--- src/rtl/sha256_pkg.sv ---
// Shared definitions for the SHA-256 datapath blocks: word geometry and the
// hash writer state encoding.
package sha256_pkg;

    localparam int HASH_LENGTH = 8;
    localparam int WORD_WIDTH  = 32;

    typedef enum logic [1:0] {
        IDLE  = 2'd0,
        WRITE = 2'd1,
        DONE  = 2'd2
    } writer_state_t;

endpackage

--- src/rtl/hash_word_select.sv ---
// Picks word word_index out of a packed digest and bit-reverses it, undoing
// the hash assembler's read mapping (word_data[31-b] = vector[k*32+b]).
module hash_word_select
    import sha256_pkg::*;
#(
    parameter int HASH_LENGTH = sha256_pkg::HASH_LENGTH,
    parameter int INDEX_WIDTH = $clog2(HASH_LENGTH)
) (
    input  logic [HASH_LENGTH*WORD_WIDTH-1:0] hash_vector,
    input  logic [INDEX_WIDTH-1:0]            word_index,
    output logic [WORD_WIDTH-1:0]             word_data
);

    logic [WORD_WIDTH-1:0] selected;

    // Constant part-selects keep the mux free of out-of-range indexing when
    // HASH_LENGTH is not a power of two.
    always_comb begin
        selected = '0;
        for (int k = 0; k < HASH_LENGTH; k++) begin
            if (word_index == INDEX_WIDTH'(k)) begin
                selected = hash_vector[k*WORD_WIDTH +: WORD_WIDTH];
            end
        end
    end

    always_comb begin
        word_data = '0;
        for (int b = 0; b < WORD_WIDTH; b++) begin
            word_data[WORD_WIDTH-1-b] = selected[b];
        end
    end

endmodule

--- src/rtl/hash_writer.sv ---
// Writes a latched HASH_LENGTH-word digest to memory one word per accepted
// cycle, starting at BASE_ADDR, then pulses done.
module hash_writer
    import sha256_pkg::*;
#(
    parameter int                    HASH_LENGTH = sha256_pkg::HASH_LENGTH,
    parameter int                    ADDR_WIDTH  = 16,
    parameter logic [ADDR_WIDTH-1:0] BASE_ADDR   = '0
) (
    input  logic                              clock,
    input  logic                              reset,
    input  logic                              start,
    input  logic [HASH_LENGTH*WORD_WIDTH-1:0] hash_vector,
    input  logic                              mem_ready,
    output logic [ADDR_WIDTH-1:0]             mem_address,
    output logic [WORD_WIDTH-1:0]             mem_data,
    output logic                              mem_write_en,
    output logic                              busy,
    output logic                              done
);

    localparam int                     INDEX_WIDTH = $clog2(HASH_LENGTH);
    localparam logic [INDEX_WIDTH-1:0] LAST_INDEX  = INDEX_WIDTH'(HASH_LENGTH - 1);

    writer_state_t                     state;
    writer_state_t                     state_next;
    logic [INDEX_WIDTH-1:0]            word_index;
    logic [INDEX_WIDTH-1:0]            index_next;
    logic [HASH_LENGTH*WORD_WIDTH-1:0] latched_vector;
    logic [HASH_LENGTH*WORD_WIDTH-1:0] latched_next;
    logic [WORD_WIDTH-1:0]             current_word;

    hash_word_select #(
        .HASH_LENGTH(HASH_LENGTH),
        .INDEX_WIDTH(INDEX_WIDTH)
    ) u_word_select (
        .hash_vector(latched_vector),
        .word_index (word_index),
        .word_data  (current_word)
    );

    always_ff @(posedge clock or negedge reset) begin
        if (!reset) begin
            state          <= IDLE;
            word_index     <= '0;
            latched_vector <= '0;
        end else begin
            state          <= state_next;
            word_index     <= index_next;
            latched_vector <= latched_next;
        end
    end

    // Outputs decode straight from registered state, so a stall (mem_ready=0)
    // holds address and data simply by leaving word_index untouched.
    always_comb begin
        state_next   = state;
        index_next   = word_index;
        latched_next = latched_vector;
        mem_write_en = 1'b0;
        mem_address  = '0;
        mem_data     = '0;
        busy         = 1'b0;
        done         = 1'b0;

        case (state)
            IDLE: begin
                if (start) begin
                    latched_next = hash_vector;
                    index_next   = '0;
                    state_next   = WRITE;
                end
            end
            WRITE: begin
                mem_write_en = 1'b1;
                mem_address  = BASE_ADDR + ADDR_WIDTH'(word_index);
                mem_data     = current_word;
                busy         = 1'b1;
                if (mem_ready) begin
                    if (word_index == LAST_INDEX) begin
                        state_next = DONE;
                    end else begin
                        index_next = word_index + 1'b1;
                    end
                end
            end
            DONE: begin
                busy       = 1'b1;
                done       = 1'b1;
                state_next = IDLE;
            end
            default: begin
                state_next = IDLE;
            end
        endcase
    end

endmodule

--- config.mk ---
export PLATFORM = sky130hd
export DESIGN_NAME = hash_writer
export DESIGN_NICKNAME = d
export VERILOG_FILES = /design/src/rtl/sha256_pkg.sv /design/src/rtl/hash_word_select.sv /design/src/rtl/hash_writer.sv
export SDC_FILE = /design/constraint.sdc
export NUM_CORES = 1
export LEC_CHECK = 0
export CORE_MARGIN = 5
export CORE_UTILIZATION = 54
export DETAILED_ROUTE_END_ITERATION = 10
export PLACE_DENSITY = 0.86
export SETUP_SLACK_MARGIN = 0.5
export SYNTH_ARGS = -nofsm -noshare
export SYNTH_HDL_FRONTEND = slang
export SYNTH_SLANG_ARGS = --single-unit
--- constraint.sdc ---
create_clock -name clock -period 4.1 [get_ports clock]
set_input_delay 0.41 -clock clock [delete_from_list [all_inputs] [get_ports clock]]
set_output_delay 0.41 -clock clock [all_outputs]
set_load 0.1 [all_outputs]
== After elaboration in Yosys (flattened, before gate mapping) ==
Cells that the tools add are included.
Cells by class
  add/subtract/negate cells: 1
  reductions and logical operators: 7
  eq/ne operators: 13
  muxes and demuxes: 21
Operators with widths (count)
  32-bit 2-to-1 mux: 9
  3-bit == test (second input constant): 4
  3-bit 2-to-1 mux: 4
  2-bit != test (second input constant): 4
  3-bit by 2-bit == test with 1-bit output (second input constant): 2
  2-bit 2-to-1 mux: 3
  3-bit one-hot mux with 2 select lines: 1
  2-bit one-hot mux with 2 select lines: 1
  4-bit AND reduction: 1
  3-bit by 1-bit adder with 3-bit output (second input constant): 1
  3-bit by 1-bit == test with 1-bit output (second input constant): 1
  3-bit zero test: 1
  1-bit 2-to-1 mux: 3
  3-bit AND reduction: 1
  2-bit by 1-bit == test with 1-bit output (second input constant): 1
  2-bit == test (second input constant): 1
  2-bit zero test: 1
  2-bit AND reduction: 1
  2-bit nonzero test: 1
  2-bit OR reduction: 1
Word-level totals
  output and inout port bits: 51
  bits in registers: 261
  bits of input ports: 260
  word-level logic and storage cells: 45

== Logic depth before layout (Yosys ltp) ==
  depth after elaboration: 10
  gate-level depth with buffers: 10
  gate-level depth less buffers: 6

== By module ==
Synthesis repeated with hierarchy kept, for this count alone.
Unflattened totals
  cells, all modules: 1002
  area, all modules: 12874.8 um2
Modules (own cells, without submodules)
  hash_writer: instances 1, cells each 624, seq. area each 6531.3 um2, area each 10248.6 um2
  hash_word_select: instances 1, cells each 378, seq. area each 0.0 um2, area each 2626.3 um2

== Worst setup path after synthesis ==
No wires, ideal clock.
  path type: register to output
  start point: register state[1]
  end point: output mem_data[10]
  path slack: 0.703 ns
  arrival time: 2.987 ns
  buffers on the path: 2
  cell stages (with the launch flop): 8
  required time: 3.690 ns
  cell sequence: dfrtp_1 inv_1 ha_1 buf_2 inv_2 nor2_2 clkbuf_1 a32o_1
On the way
  cells in the longest elaborated chain, start to end: 2
Ends and longest elaborated chain
  from (decl): line hash_writer.sv:25  | writer_state_t state;
  from (signal assigned): line hash_writer.sv:48  | state <= state_next;
  2-bit by 1-bit == test with 1-bit output: line hash_writer.sv:66  | case (state)
  32-bit 2-to-1 mux: line hash_writer.sv:66
  to (decl): line hash_writer.sv:16  | output logic [WORD_WIDTH-1:0] mem_data,
No other way between the ends.

== Worst setup path after layout ==
  start point: register word_index[0]
  end point: output mem_data[18]
On the way
  cells in the longest elaborated chain, start to end: 10
  elaborated cells on any way between the ends: 17
  classes of those cells: eq/ne: 7; mux: 9; reduce/logical: 1
Ends and longest elaborated chain
  from (decl): line hash_writer.sv:27  | logic [INDEX_WIDTH-1:0] word_index;
  from (signal assigned): line hash_writer.sv:49  | word_index <= index_next;
  3-bit zero test: line hash_word_select.sv:21  | if (word_index == INDEX_WIDTH'(k)) begin
  32-bit 2-to-1 mux (7 in series): line hash_word_select.sv:21
  32-bit 2-to-1 mux *: line hash_word_select.sv:21
  32-bit 2-to-1 mux *: line hash_writer.sv:66
Every way passes the cells marked *; elsewhere a longest branch is shown, timed or not.

==> results.cfg <==
[sta]
fin_tns_setup_ns = 0
hold_viol_final = 0
fin_crit_sh = 0.8636
relSlewSlack = 0.2414
period_minus_slack_ns = 3.541
fin_skew_ns = 0.01672
tightest_slew_ns = 1.135
setup-violations-final = 0
slew_viol_final = 0
max_freq_mhz = 282.4
rsz0062_at_grt = yes

[clock_tree]
root_buffer = clkbuf_16
clk_path_buf_depth = 3
clk_latency_ns = 0.54
cts_buffers = 28
clock_sinks = 261
cts.htree.levels = 1
cts_tree = yes
postCtsSetupRepairBufs = 0
clkTransAtPathRegs_ns = 0.06

[status]
outcome = finished, final reports clean

[routing]
wl_per_cell_um = 24.00
drc = 0
drt-initial-drc-count = 792
vias_per_cell = 6.116
ant_nets = 0
vias = 9890
wirelength_um = 38810
drt_pass1_iterations = 5

[worst_setup_path]
ff2ff_path_depth = 5
required_ns = 3.69
slowest_delay_ns = 0.93
crit_chain = ha_1 -> ha_2 -> nor2_4 -> a32o_1 -> buf_12
reg2reg_slack_ns = 1.67
r2r_end = state[0]
crit_arrival_ns = 3.13
r2r_start = word_index[0]
setup.worst_path.end_class = output port
critPathSlowestCell = nor2_4
startpoint_type = register
path_max_fanout = 34
critical_path_class = reg -> out

[global_route]
gr-total-overflow = 0
grt_start_max_net_pins = 114
grt_pass1_wl_um = 59340
grtUsageTotal = 0.2866
grt_pass1_vias = 10610
antenna_found_initial = 2

[synthesis]
synth_largest_area_cell = dfrtp_1
synth_area_um2 = 12630
synth_top_area_frac = 0.5171
avgSynthCellArea_um2 = 12.39
yosysWarnings = 0
synthCells = 1019
synth.ff_latch_count = 261
yosysUniqueCellTypes = 31
seq_area_frac_synth = 0.5171
synth_area_leaders = dfrtp_1, mux2_1, a221oi_2

[placed_design]
dp.final_hpwl_um = 26190
dp.cells = 1563
port_buffers = 297
place_congestion = 0.9264
place_area_um2 = 16020

[layout]
layout-drive-gt1-share = 0.1195
nFillCells = 1577
final_cell_mix = clkdlybuf4s50_1, dfrtp_1, mux2_1
final_area_um2 = 17010
syn_to_final_growth_pct = 34.67
fin_nets = 1544
final_cells = 1617
final_core_util = 0.7312

[power_and_ir_drop]
cellPowerDensity_nw_per_um2 = 891.3
peakVddDrop_uv = 1001
leakage_uw = 0.006773
power_uw = 15160

[floorplanning]
row_count = 56
io_pins = 311
coreArea_um2 = 23260
initial_core_util = 0.5429
die_h_um = 162.9
die_x_um = 162.9
dieArea_um2 = 26550

[hold_path]
min_to = latched_vector[132]
whs_path_depth = 2
hold_start = hash_vector[132]
hp-class = in -> reg

[flow_run]
drv_cap = 0
-- repair_timing --
action | in CTS | in global routing
pin swaps | 0 | 1
hold endpoints to repair | 60 | 0
resized for setup | 2 | 4
endpoints found under the setup margin | 32 | 32
hold buffers | 1 | 0
cloned | 0 | 0
-- stage by stage --
step	hold slack (ns)	setup WS [ns]
6_report	0.4514	0.5591
5_1_grt	0.4387	0.4829
4_1_cts	0.4339	0.5505
3_5_place_dp	0.4755	0.8532
3_3_place_gp	0.4686	0.9540
2_1_floorplan	0.1144	0.7027
-- flip-flops by register name, indices dropped and copies added (netlist names) --
name and cells:
word_index 3, state 2, latched_vector 256
-- final cells by class --
cell class                 count  area (um^2)  share of cell area
antenna                        1        2.502           0.0001471
sequential                   261         6533              0.3841
inverter                      10        43.79            0.002575
clock inverter                19        209.0             0.01228
timing repair buffer         318         3493              0.2054
tap                          319        399.1             0.02347
multi-input combinational    656         5578              0.3279
clock buffer                  33        750.7             0.04414
-- Yosys cell counts --
| cell | number |
|---|---|
| dfrtp_1 | 261 |
| mux2_1 | 256 |
| o21ai_0 | 74 |
| o21ai_1 | 56 |
| buf_2 | 52 |
| nand2_1 | 37 |
| and2_1 | 33 |
| o22ai_1 | 33 |
| a21oi_1 | 32 |
| a31oi_1 | 32 |
| a32o_1 | 32 |
| a221oi_2 | 30 |
| clkbuf_1 | 30 |
| buf_4 | 16 |
| ha_1 | 9 |
| inv_1 | 6 |
| nor2_1 | 5 |
| inv_2 | 4 |
| a22o_1 | 3 |
| buf_12 | 3 |
| buf_6 | 3 |
| a221oi_1 | 2 |
| o31ai_1 | 2 |
| a21o_1 | 1 |
| conb_1 | 1 |
| nand2_2 | 1 |
| nand2b_4 | 1 |
| nor2_2 | 1 |
| nor2b_2 | 1 |
| o22a_1 | 1 |
| o22ai_2 | 1 |
-- worst max-delay path by stage --
stage | from | to | slack [ns] | cells after the start
after global placement | word_index[2] | mem_data[23] | 0.95 | 6
after CTS | word_index[0] | mem_data[23] | 0.55 | 5
after detailed placement | word_index[2] | mem_data[2] | 0.85 | 6
after floorplan | state[1] | mem_data[10] | 0.70 | 7
final | word_index[0] | mem_data[18] | 0.56 | 5
after global routing | word_index[0] | mem_data[18] | 0.48 | 5
-- metal layers --
metal  up-vias  wire length, um  GRT usage
met5         -                7          0
met4         2             1976     0.1308
met3       116             3046    0.05315
met2       469            18300     0.4672
met1      5029            15490     0.3751
li1       4274                -          -
-- kinds of logic (layout without fill, tap and decap cells) --
logic type	after synthesis	after routing	share of synthesized area
flops	261	261	0.5171
simple gates	79	79	0.03160
compound gates	299	299	0.1644
mux	256	256	0.2283
buf+inv	114	380	0.04944
other cells	1	14	0.0002969
fa+ha+maj	9	9	0.008916
-- critical path, delay by kind of cell (launching register included) --
family	cells	cell delay, ns
simple gates	1	0.93
fa+ha+maj	2	0.63
flops	1	0.45
compound gates	1	0.37
buf+inv	1	0.19
-- report_power, final --
| group | leakage, uW | total, uW | internal, uW | switching, uW |
|---|---|---|---|---|
| logic | 0.00324 | 7790 | 3030 | 4760 |
| clock network | 0.000468 | 2630 | 1560 | 1070 |
| registers | 0.00306 | 4740 | 3890 | 852 |
| total | 0.00677 | 15200 | 8480 | 6680 |
No activity file was read; power rests on OpenSTA's default activity.
